## src/rtl/dff_rs_monitor_if.sv

```systemverilog
// Observation bus of one asynchronous set/reset D flip-flop: the stimulus side
// drives the flop pins, the monitor watches them.
interface dff_rs_monitor_if;
    logic mon_d;
    logic mon_set_n;
    logic mon_reset_n;
    logic mon_q;

    modport master (
        output mon_d,
        output mon_set_n,
        output mon_reset_n,
        output mon_q
    );

    modport slave (
        input mon_d,
        input mon_set_n,
        input mon_reset_n,
        input mon_q
    );
endinterface

```

## src/rtl/dff_rs_monitor.sv

```systemverilog
// Passive checker for an async set/reset D flip-flop: predicts q every edge,
// flags mismatches, counts errors and compared samples, keeps a sticky fail.
module dff_rs_monitor #(
    parameter int CNT_W    = 8,
    parameter bit RST_PRIO = 1'b1
) (
    input  logic               clk,
    input  logic               reset_n,
    input  logic               en,
    dff_rs_monitor_if.slave    obs,
    output logic               exp_q,
    output logic               err,
    output logic               fail,
    output logic [CNT_W-1:0]   err_cnt,
    output logic [CNT_W-1:0]   chk_cnt,
    output logic               valid
);

    localparam logic [CNT_W-1:0] CNT_ONE = {{(CNT_W-1){1'b0}}, 1'b1};
    localparam logic [CNT_W-1:0] CNT_MAX = {CNT_W{1'b1}};
    localparam int               N_CNT   = 2;

    // ARM is the classification of the first enabled edge; it lasts only that
    // edge, so the registered state moves straight from IDLE to CHECK.
    typedef enum logic [1:0] {
        IDLE  = 2'd0,
        ARM   = 2'd1,
        CHECK = 2'd2
    } state_t;

    state_t state_reg;
    state_t state_next;
    state_t edge_state;

    logic m_q_reg;
    logic m_q_next;
    logic exp_q_reg;
    logic exp_q_next;
    logic err_reg;
    logic err_next;
    logic fail_reg;
    logic fail_next;

    logic force_act;
    logic force_val;
    logic do_check;
    logic mismatch;

    logic [N_CNT-1:0] cnt_inc;
    logic [CNT_W-1:0] cnt_val [N_CNT];

    // Reference model: async controls override the registered prediction on
    // the same edge, exactly as they act on the real flop immediately.
    always_comb begin
        force_act = 1'b0;
        force_val = 1'b0;
        if (!obs.mon_reset_n && (RST_PRIO || obs.mon_set_n)) begin
            force_act = 1'b1;
            force_val = 1'b0;
        end else if (!obs.mon_set_n) begin
            force_act = 1'b1;
            force_val = 1'b1;
        end
        exp_q_next = force_act ? force_val : m_q_reg;
        m_q_next   = force_act ? force_val : obs.mon_d;
    end

    // FSM next state and classification of the edge being sampled.
    always_comb begin
        edge_state = IDLE;
        state_next = IDLE;
        if (en) begin
            state_next = CHECK;
            if (state_reg == CHECK) begin
                edge_state = CHECK;
            end else begin
                edge_state = ARM;
            end
        end
    end

    // Case equality so an undriven or unknown q is reported as a mismatch.
    always_comb begin
        do_check  = (edge_state == CHECK);
        mismatch  = do_check && (obs.mon_q !== exp_q_next);
        err_next  = mismatch;
        fail_next = fail_reg | mismatch;
    end

    always_ff @(posedge clk) begin
        if (!reset_n) begin
            state_reg <= IDLE;
            m_q_reg   <= 1'b0;
            exp_q_reg <= 1'b0;
            err_reg   <= 1'b0;
            fail_reg  <= 1'b0;
        end else begin
            state_reg <= state_next;
            m_q_reg   <= m_q_next;
            exp_q_reg <= exp_q_next;
            err_reg   <= err_next;
            fail_reg  <= fail_next;
        end
    end

    // Index 0 counts compared samples, index 1 counts mismatches.
    assign cnt_inc = {mismatch, do_check};

    generate
        for (genvar gi = 0; gi < N_CNT; gi++) begin : g_cnt
            logic [CNT_W-1:0] cnt_reg;

            always_ff @(posedge clk) begin
                if (!reset_n) begin
                    cnt_reg <= '0;
                end else if (cnt_inc[gi] && (cnt_reg != CNT_MAX)) begin
                    cnt_reg <= cnt_reg + CNT_ONE;
                end
            end

            assign cnt_val[gi] = cnt_reg;
        end
    endgenerate

    assign exp_q   = exp_q_reg;
    assign err     = err_reg;
    assign fail    = fail_reg;
    assign chk_cnt = cnt_val[0];
    assign err_cnt = cnt_val[1];
    assign valid   = (state_reg == CHECK);

endmodule

```

## src/flat_wrapper.sv

```systemverilog
// flat-port wrapper written by rule: the top's interface ports become plain ports
module dff_rs_monitor_flat 
#(
    parameter int CNT_W    = 8,
    parameter bit RST_PRIO = 1'b1
)
  (clk, reset_n, en, exp_q, err, fail, err_cnt, chk_cnt, valid, obs_mon_d, obs_mon_set_n, obs_mon_reset_n, obs_mon_q);
  dff_rs_monitor_if obs_i ();
  input  logic clk;
  input  logic reset_n;
  input  logic en;
  output logic exp_q;
  output logic err;
  output logic fail;
  output logic [CNT_W-1:0] err_cnt;
  output logic [CNT_W-1:0] chk_cnt;
  output logic valid;
  input wire logic [$bits(obs_i.mon_d)-1:0] obs_mon_d;
  input wire logic [$bits(obs_i.mon_set_n)-1:0] obs_mon_set_n;
  input wire logic [$bits(obs_i.mon_reset_n)-1:0] obs_mon_reset_n;
  input wire logic [$bits(obs_i.mon_q)-1:0] obs_mon_q;
  assign obs_i.mon_d = obs_mon_d;
  assign obs_i.mon_set_n = obs_mon_set_n;
  assign obs_i.mon_reset_n = obs_mon_reset_n;
  assign obs_i.mon_q = obs_mon_q;
  dff_rs_monitor #(.CNT_W(CNT_W), .RST_PRIO(RST_PRIO)) u_core (.clk(clk), .reset_n(reset_n), .en(en), .obs(obs_i), .exp_q(exp_q), .err(err), .fail(fail), .err_cnt(err_cnt), .chk_cnt(chk_cnt), .valid(valid));
endmodule
```

## config.mk

```make
export PLATFORM = sky130hd
export DESIGN_NAME = dff_rs_monitor_flat
export DESIGN_NICKNAME = d
export VERILOG_FILES = /design/src/rtl/dff_rs_monitor_if.sv /design/src/rtl/dff_rs_monitor.sv /design/src/flat_wrapper.sv
export SDC_FILE = /design/constraint.sdc
export NUM_CORES = 1
export LEC_CHECK = 0
export ABC_CLOCK_PERIOD_IN_PS = 3000
export BUFFER_PORTS_ARGS = -buffer_cell sky130_fd_sc_hd__clkbuf_2
export CAP_MARGIN = 15
export CELL_PAD_IN_SITES_DETAIL_PLACEMENT = 0
export CELL_PAD_IN_SITES_GLOBAL_PLACEMENT = 1
export CORE_MARGIN = 5
export CORE_UTILIZATION = 39
export CTS_CLUSTER_DIAMETER = 50
export CTS_CLUSTER_SIZE = 10
export DETAILED_ROUTE_END_ITERATION = 16
export PLACE_DENSITY = 0.87
export SYNTH_ARGS = -nofsm -noshare
export SYNTH_HDL_FRONTEND = slang
export SYNTH_SLANG_ARGS = --single-unit
```

## constraint.sdc

```tcl
create_clock -name clk -period 3 [get_ports clk]
set_input_delay 0.6 -clock clk [delete_from_list [all_inputs] [get_ports clk]]
set_output_delay 0.6 -clock clk [all_outputs]
set_load 0.005 [all_outputs]
```

-- Word-level counts from Yosys, hierarchy flattened
Cells that the tools add are included.
- register bits: 22
- bits of input ports: 7
- output and inout port bits: 20
- $add $sub $neg: 2
- eq/ne operators: 5
- multiplexer cells: 8
- bitwise operators: 1
- reduce and logical (&&, ||, !) cells: 3
- operators with widths (operator ; count):
    $add A8 B1 Y8 const B ; 2
    $ne A8 B8 Y1 const B ; 2
    $mux W2 ; 3
    $mux W1 ; 5
    $eq A2 B2 Y1 const B ; 2
    $logic_and A1 B1 Y1 ; 3
    $nex A1 B1 Y1 ; 1
    $or A1 B1 Y1 ; 1

-- Logic depth before layout (Yosys ltp)
Gate-level depths: netlist (run 1).
- word-level depth: 6
- mapped depth: 6
- mapped depth without buffers: 6

-- Least setup slack after synthesis (run 1)
Ideal clock, no wire load.
- path kind: input to register
- start: input port en
- end: register u_core.g_cnt[1].cnt_reg[6], in the netlist u_core.err_cnt[6]
- arrival: 1.482 ns
- data required time: 2.884 ns
- setup slack: 1.401 ns
- cell stages on the path: 5
- buffers on the path: 0
- cells stage by stage: nand2_1 nor2_1 a31oi_1 or4_1 o211a_1
- word-level cells in the longest chain between the ends: 4
- RTL lines (what ; line ; source):
    start, declared ; flat_wrapper.sv:11 ; input logic en;
    $mux W2 ; dff_rs_monitor.sv:72 ; if (en) begin
    $eq A2 B2 Y1 ; dff_rs_monitor.sv:84 ; do_check = (edge_state == CHECK);
    $logic_and A1 B1 Y1 ; dff_rs_monitor.sv:85 ; mismatch = do_check && (obs.mon_q !== exp_q_next);
    $logic_and A1 B1 Y1 ; dff_rs_monitor.sv:116 ; end else if (cnt_inc[gi] && (cnt_reg != CNT_MAX)) begin
    end signal, assigned ; dff_rs_monitor.sv:117 ; cnt_reg <= cnt_reg + CNT_ONE;
    end, declared ; dff_rs_monitor.sv:111 ; logic [CNT_W-1:0] cnt_reg;
Every way passes these cells.
A chain may end at the register's enable or synchronous reset.

-- Worst setup path after layout (run 1)
- start: input port en
- end: register u_core.g_cnt[1].cnt_reg[4], in the netlist u_core.err_cnt[4]
Same word-level chain as after synthesis.

==> results of run 1 <==
[per-stage QoR]
step                std cells  hold slack, ps  worst slack [ps]
floorplan                 110             442              1400
global placement          163             439               968
detailed placement        163             439               900
CTS                       167             457              1200
finish                    167             456              1190
global route              167             489              1010
[worst register-to-register path: cells and delay by family, from the launching register on]
kind / cells / cell delay [ps]
DFF: 1 / 320
AOI/OAI and AO/OA: 3 / 1210
and+or+nand+nor: 1 / 150
[power by group]
part,switching [uW],leakage [uW],internal (uW)
sequential,3.37,0.000170,283
clock,89.3,0.0000150,51.9
combinational,18.9,0.000269,12.8
total,112,0.000454,348
[layer usage]
metal | vias to the layer above | global-route usage (%) | wire length [um]
li1 | 466 | - | -
met1 | 452 | 16.7 | 1010
met2 | 22 | 22.2 | 1020
met3 | 5 | 2.81 | 120
met4 | 0 | 5.70 | 40
met5 | - | 0 | 0
[logic make-up (layout without fill, tap and decap cells)]
logic type,Yosys count,count (layout),synth area share (%)
xor+xnor,2,2,1.81
buf+inv,6,33,2.45
mux,2,2,2.07
compound gates,29,29,20.5
flops,21,21,43.4
simple gates,48,48,27.1
fa+ha+maj,2,2,2.58
[final cells by class]
type	count	area, um^2	area share, %
Sequential cell	21	420	36.6
Timing Repair Buffer	26	130	11.3
Tap cell	30	37.5	3.26
Clock buffer	4	26.3	2.29
Inverter	3	11.3	0.979
Multi-Input combinational cell	83	524	45.6
[worst paths after layout]
kind	slack [ps]	start	end	cells after the start
worst min register to register	460	u_core.fail	u_core.fail	2
worst max register to register	1210	u_core.m_q_reg	u_core.err_cnt[4]	4
worst min-delay path	460	u_core.fail	u_core.fail	2
worst max-delay path	1190	en	u_core.err_cnt[4]	6
[Yosys cell counts (3+ instances only)]
master and number:
dfxtp_1 21, a21oi_1 6, inv_1 3, nor2_1 5, nand2_1 12, nor3_1 3, a31oi_1 5, o21ai_0 4
nand3_1 10
[layout by cell type (no fill, tap or decap), drive strengths merged, types with 2 or more instances in the layout]
cell type	n
a21oi	7
o21ai	4
nand2	12
o41ai	2
nor2	5
o31ai	2
o311ai	2
or4	2
and2	3
clkbuf	30
a31oi	5
nor3b	2
nor3	3
nand3	10
or3	2
dfxtp	21
ha	2
nand2b	3
inv	3
mux2i	2
==> impl_metrics.yaml, run 1 <==
yosys:
  synth_fp_nets: 119
  yosysTopAreaCell: "dfxtp_1"
  synth_top_area_share_pct: 43.4
  synth_cell_types: 40
  ys_ff_latch: 21
  synth_edf_count: 0
  yosysWarnings: 0
  async_flop_share_pct: 0
  ys.flop_type: "dfxtp_1"
  yosysSeqAreaShare_pct: 43.4
  syn_area_per_cell_um2: 8.80
  synth_area_um2: 968
  synth_area_leaders: "dfxtp_1, nand3_1, nand2_1"
  synthCells: 110
setup_path:
  cp_max_fo: 13
  end_kind: "register"
  crit_buf_inv: 1
  worstPathRequired_ps: 3200
  slowest_stage: "a31oi_1"
  critPathLaunchType: "input port"
  worstPathArrival_ps: 2010
  worstPathCellList: "clkbuf_2 > nand2_1 > nor2_1 > a31oi_1 > o311ai_0 > o41ai_1"
  critical_path.top_delay_family: "compound AO/OA/AOI/OAI gates"
  critPathMaxStageDelay_ps: 720
  critical_path_class: "input port to register"
cts:
  clockBufferDepth: 2
  cts-root-buf: "clkbuf_4"
  path_clk_slew_ps: 120
  cts_hold_buffers: 0
  cts_buffers: 3
  htreeDepth: 1
  clock_sinks: 21
  clk_latency_ps: 310
  cts_setup_buffers: 0
  post_cts_resized: 0
  cts_tree: "done"
floorplan:
  dieWidth_um: 59.8
  core_region_area_um2: 2430
  rows: 18
  initial_core_util_pct: 39.8
  die_area_um2: 3580
  die_y_um: 59.8
  pin_count: 27
power:
  leakage_uw: 0.000454
  vdd_ir_drop_max_mv: 0.162
  power_uw: 460
  power_density_nw_per_um2: 400
route:
  final_antenna_net_count: 0
  wl_per_cell_um: 13.1
  drc: 0
  viasPerCell: 5.66
  vias: 945
  drtPass1Iterations: 4
  drt-total-wl_um: 2200
  drt-initial-drc-count: 25
timing:
  worst_slew_pin_slew_ps: 962
  timing_hold_violations_final: 0
  slew_headroom_pct: 35.6
  fin_tns_setup_ps: 0
  post-route-min-period_ps: 1810
  finClkSkew_ps: 5.31
  fin_crit_sh_pct: 60.3
  finalSetupViolCount: 0
  rsz0062_at_grt: "false"
  drv_slew: 0
  max_freq_mhz: 553
finish:
  fillCellCount: 264
  nets: 147
  syn_to_final_growth_pct: 18.7
  fin_util_pct: 47.3
  final_area_um2: 1150
  antenna_cells: 0
  drive_gt1_share_pct: 24.8
min_path:
  hold_path.class: "register to register"
place:
  place.gp.congestion: 0.773
  postPlaceCellArea_um2: 1120
  portBuffers: 26
  hpwl_um: 1600
global_route:
  grt_antenna_before_repair: 0
  first_global_vias: 877
  gr-usage-all-layers_pct: 13.4
  grt_pass1_wl_um: 3720
  grt-ovfl-total: 0
  grt_max_degree: 15
run:
  maxCapViolCount: 0
outcome:
  status: "finished clean"
Power figures use the tool's default switching activity.
==> inputs of run 2 (changes only) <==
- ABC_AREA: default -> 1
- ABC_CLOCK_PERIOD_IN_PS: 3000 -> 1540
- CORE_ASPECT_RATIO: default -> 2
- CORE_UTILIZATION: 39 -> 32
- PLACE_DENSITY: 0.87 -> 0.79
- clock period: 3 -> 1.54 ns (I/O delays scaled with it)
==> run 2 against run 1 <==
Net effect: die area increased by 29%; power is 120% higher; clock power rose to 2.5 times the previous value; largest power group unchanged.
==> impl_metrics.yaml, run 2 <==
finish:
  layout_common_cells: "nand2_1, clkbuf_2, dfxtp_1, nor2_1"
  multi_input_area_um2: 561
  layout_commonest_cell: "nand2_1"
  syn_to_final_growth_pct: 20.4
  stdcell_count: 212
  nets: 191
  drive_gt1_share_pct: 24.3
  regArea_um2: 423
  fillCellCount: 345
  antenna_cells: 0
  fin_util_pct: 40.0
yosys:
  synthAdderAreaFrac_pct: 2.36
  synth_cell_types: 21
  synth_area_um2: 1060
  yosysTopAreaCell: "dfxtp_1"
  syn_area_per_cell_um2: 6.97
  synthCells: 152
  yosys.area_share.simple_pct: 34.7
  synth_top_family_by_area: "simple AND/OR/NAND/NOR gates"
  synth_compound_area_share_pct: 8.50
  ys_ff_latch: 21
  synth_edf_count: 0
  synth_xor_area_share_pct: 6.61
  synthTopCellsByCount: "nand2_1, dfxtp_1, nor2_1"
  yosysMostFrequentCell: "nand2_1"
  synthMuxAreaShare_pct: 0
  async_flop_share_pct: 0
  yosysWarnings: 0
  ys.flop_type: "dfxtp_1"
  yosysSeqAreaShare_pct: 39.7
  synth_top_area_share_pct: 39.7
  synth_area_leaders: "dfxtp_1, nand2_1, a21oi_1"
  synth_fp_nets: 161
min_path:
  min_from: "en"
  hold_path.class: "input port to register"
  min_to: "u_core.state_reg[1]"
  holdPathStages: 3
cts:
  clockBufferDepth: 2
  htreeDepth: 1
  cts_setup_buffers: 0
  path_clk_slew_ps: 70
  cts_buffers: 3
  post_cts_resized: 0
  cts-root-buf: "clkbuf_8"
  cts_tree: "done"
  clk_latency_ps: 260
  cts_hold_buffers: 0
  clock_sinks: 21
setup_path:
  critical_path_class: "register to register"
  critPathLaunchType: "register"
  cp_max_fo: 8
  worstPathRequired_ps: 1700
  r2r_cells: 8
  cpMostUsedCell: "inv_1"
  rr_startpoint: "u_core.err_cnt[1]"
  timing.rr.end: "u_core.err_cnt[5]"
  slowest_stage: "dfxtp_1"
  worstPathCellList: "ha_1 > inv_1 > nor2_2 > nand2_2 > nand2_1 > inv_1 > a21oi_1 > nor2_1"
  rrSetupSlack_ps: 170
  critPathMaxStageDelay_ps: 370
  path_depth: 8
  critical_path.top_delay_family: "simple AND/OR/NAND/NOR gates"
  end_kind: "register"
  crit_buf_inv: 2
  worstPathArrival_ps: 1530
floorplan:
  die_y_um: 91.4
  die_area_um2: 4630
  pin_count: 27
  rows: 29
  core_region_area_um2: 3190
  initial_core_util_pct: 33.2
  dieWidth_um: 50.7
global_route:
  grt_antenna_before_repair: 0
  grt_pass1_wl_um: 4020
  first_global_vias: 1010
  grt_max_degree: 14
  grt-ovfl-total: 0
  gr-usage-all-layers_pct: 10.7
timing:
  timing_hold_violations_final: 0
  drv_slew: 0
  finClkSkew_ps: 1.13
  max_freq_mhz: 730
  rsz0062_at_grt: "false"
  finalSetupViolCount: 0
  post-route-min-period_ps: 1370
  fin_tns_setup_ps: 0
  worst_slew_pin_slew_ps: 394
  fin_crit_sh_pct: 88.9
  slew_headroom_pct: 73.7
route:
  wl_per_cell_um: 11.2
  drtPass1Iterations: 4
  viasPerCell: 4.83
  final_antenna_net_count: 0
  drt-total-wl_um: 2380
  vias: 1024
  drt-initial-drc-count: 10
  drc: 0
place:
  hpwl_um: 1910
  portBuffers: 26
  place.gp.congestion: 0.791
  dpl.cell_count: 208
power:
  power_uw: 989
  leakage_uw: 0.000605
  power_density_nw_per_um2: 775
  vdd_ir_drop_max_mv: 0.539
run:
  maxCapViolCount: 0
outcome:
  status: "finished clean"
run 2: metrics by stage:
stage	instance area (um^2)	setup slack (ps)	hold WS, ps
2_1_floorplan	1060	265	399
4_1_cts	1270	100	234
3_3_place_gp	1220	156	461
5_1_grt	1280	24.2	257
6_report	1280	170	241
3_5_place_dp	1220	113	466
run 2: worst register-to-register path, cell delays in order (launching register included):
cell     delay, ps
dfxtp_1        370
ha_1           200
inv_1           70
nor2_2         150
nand2_2        150
nand2_1         90
inv_1           50
a21oi_1        130
nor2_1          50
run 2: cell type report:
| type | count | area share [%] |
|---|---|---|
| clock buffers | 4 | 3.53 |
| repair buffers | 28 | 11.4 |
| inverters | 17 | 5.00 |
| multi-input cells | 111 | 43.9 |
| well taps | 31 | 3.04 |
| flip-flops and latches | 21 | 33.1 |
run 2: kinds of logic (layout without fill, tap and decap cells):
group                      after synthesis  after routing
xor gates and xnor gates                 8              8
DFF                                     21             21
AOI/OAI and AO/OA                       18             18
and+or+nand+nor                         83             83
buffers and inverters                   20             49
adders and majority gates                2              2
run 2: report_power, final:
group	internal (uW)	switching [uW]	leakage [uW]	total, uW
Clock	184	170	0.0000228	354
Combinational	29.2	44.9	0.000411	74.1
Sequential	554	6.55	0.000171	560
Total	767	221	0.000605	989
run 2: worst max-delay path by stage:
stage                                    to         startpoint  slack (ps)
final                     u_core.err_cnt[5]  u_core.err_cnt[1]         170
after global routing      u_core.err_cnt[4]  u_core.err_cnt[1]          20
after CTS                 u_core.err_cnt[1]  u_core.err_cnt[0]         100
after detailed placement  u_core.err_cnt[1]  u_core.err_cnt[0]         110
after global placement    u_core.err_cnt[1]  u_core.err_cnt[0]         160
after floorplan           u_core.err_cnt[5]  u_core.err_cnt[0]         260
run 2: per-layer routing:
layer  global-route usage, %  vias to the layer above  wire (um)
met4                    6.61                        0         65
met2                    20.0                       24       1300
met3                    1.48                        7        102
met1                    10.2                      459        912
li1                        -                      534          -
met5                       0                        -          0
==> inputs of run 3 (changes only) <==
- CORE_MARGIN: 5 -> default
- HOLD_SLACK_MARGIN: default -> 0.12
==> run 3 against run 2 <==
Net effect: global-route usage increased by 4.7 points; clock power decreased by 2%; via count decreased by 0.49%; utilization increased by 1.1 points; largest cell class unchanged.
==> impl_metrics.yaml, run 3 (synthesis gave the netlist of run 2 again) <==
power:
  power_uw: 982
  combPwrFrac_pct: 7.4
  power_density_nw_per_um2: 757
  p_clk_share_pct: 35.3
  p_int_uw: 766
  seq_power_share_pct: 57.2
  leakage_uw: 0.000631
  vdd_ir_drop_max_mv: 0.380
  swShare_pct: 21.9
  p_switching_uw: 215
cts:
  cts_tree: "done"
  clockBufferDepth: 2
  clock_sinks: 21
  cts_buffers: 3
  cts_setup_buffers: 0
  cts-root-buf: "clkbuf_8"
  path_clk_slew_ps: 70
  clk_latency_ps: 250
  post_cts_resized: 0
  cts_hold_buffers: 0
  htreeDepth: 1
place:
  portBuffers: 26
  hpwl_um: 1860
  place.gp.congestion: 0.774
  postPlaceCellArea_um2: 1240
finish:
  fillCellCount: 346
  layout_commonest_cell: "nand2_1"
  final_area_um2: 1300
  drive_gt1_share_pct: 25.7
  layout_common_cells: "nand2_1, clkbuf_2, dfxtp_1, nor2_1"
  multi_input_area_um2: 566
  syn_to_final_growth_pct: 22.4
  antenna_cells: 0
  nets: 193
  regArea_um2: 424
global_route:
  grt_antenna_before_repair: 0
  gr-usage-all-layers_pct: 15.5
  grt-ovfl-total: 0
  grt_pass1_wl_um: 4410
  grt_max_degree: 14
  first_global_vias: 1040
floorplan:
  dieWidth_um: 42.7
  die_area_um2: 3560
  rows: 29
  die_y_um: 83.4
  initial_core_util_pct: 33.6
  core_region_area_um2: 3160
  pin_count: 27
setup_path:
  worstPathRequired_ps: 1690
  cp_max_fo: 8
  critPathLaunchType: "register"
  crit_buf_inv: 2
  critical_path_class: "register to register"
  worstPathArrival_ps: 1540
  critPathMaxStageDelay_ps: 380
  cpMostUsedCell: "inv_1"
  slowest_stage: "dfxtp_1"
  end_kind: "register"
  critical_path.top_delay_family: "simple AND/OR/NAND/NOR gates"
  worstPathCellList: "ha_1 > inv_1 > nor2_2 > nand2_4 > nand2_1 > inv_1 > a21oi_1 > nor2_1"
timing:
  timing_hold_violations_final: 0
  worst_slew_pin_slew_ps: 416
  post-route-min-period_ps: 1400
  slew_headroom_pct: 72.2
  finalSetupViolCount: 0
  finClkSkew_ps: 2.00
  fin_crit_sh_pct: 90.6
  max_freq_mhz: 716
  drv_slew: 0
  fin_tns_setup_ps: 0
  rsz0062_at_grt: "false"
run:
  maxCapViolCount: 0
min_path:
  hold_path.class: "input port to register"
route:
  drt-initial-drc-count: 11
  viasPerCell: 4.76
  wl_per_cell_um: 11.1
  drtPass1Iterations: 4
  drc: 0
  final_antenna_net_count: 0
  vias: 1019
  drt-total-wl_um: 2390
outcome:
  status: "finished clean"
==> run 3: changes by cell type in the layout (fill, tap and decap cells not counted), sizes merged <==
| cell | change |
|---|---|
| buf | +2 |
==> run 3: area by class of cell <==
type	count	share of cell area, %
Inverter	17	4.92
Timing Repair Buffer	30	12.3
Sequential cell	21	32.7
Tap cell	31	2.99
Multi-Input combinational cell	111	43.6
Clock buffer	4	3.47
==> run 3: path summary, 6_finish.rpt <==
| kind | start | to | slack, ps | cells after the start |
|---|---|---|---|---|
| max | u_core.err_cnt[1] | u_core.err_cnt[5] | 140 | 8 |
| min | en | u_core.state_reg[1] | 250 | 3 |
| min reg2reg | u_core.fail | u_core.fail | 480 | 2 |
| max reg2reg | u_core.err_cnt[1] | u_core.err_cnt[5] | 140 | 8 |
==> run 3: through the flow <==
stage	hold slack, ps	utilization [%]	cells	worst slack, ps
final	245	41.1	214	144
after CTS	238	40.6	214	78.1
after global placement	487	39.2	210	113
after global routing	248	41.1	214	4.08
after detailed placement	484	39.2	210	89.6
after floorplan	399	-	152	265
==> run 3: worst min-delay path, stage by stage <==
cell and delay [ps]:
clkbuf_2 90, nand2_1 40, inv_1 40
==> run 3: power by group through the flow <==
stage / Clock, uW / Sequential (uW) / Combinational [uW]
3_5_place_dp: 0 / 574 / 72.4
3_3_place_gp: 0 / 573 / 69.8
4_1_cts: 367 / 561 / 72.9
2_1_floorplan: 0 / 573 / 44.6
5_1_grt: 387 / 563 / 83.1
6_report: 347 / 562 / 72.9
==> run 3: metal layers <==
metal	routed length, um	global-route usage [%]
met4	38	6.82
met1	969	16.0
met5	0	0
met2	1280	28.8
met3	94	2.17
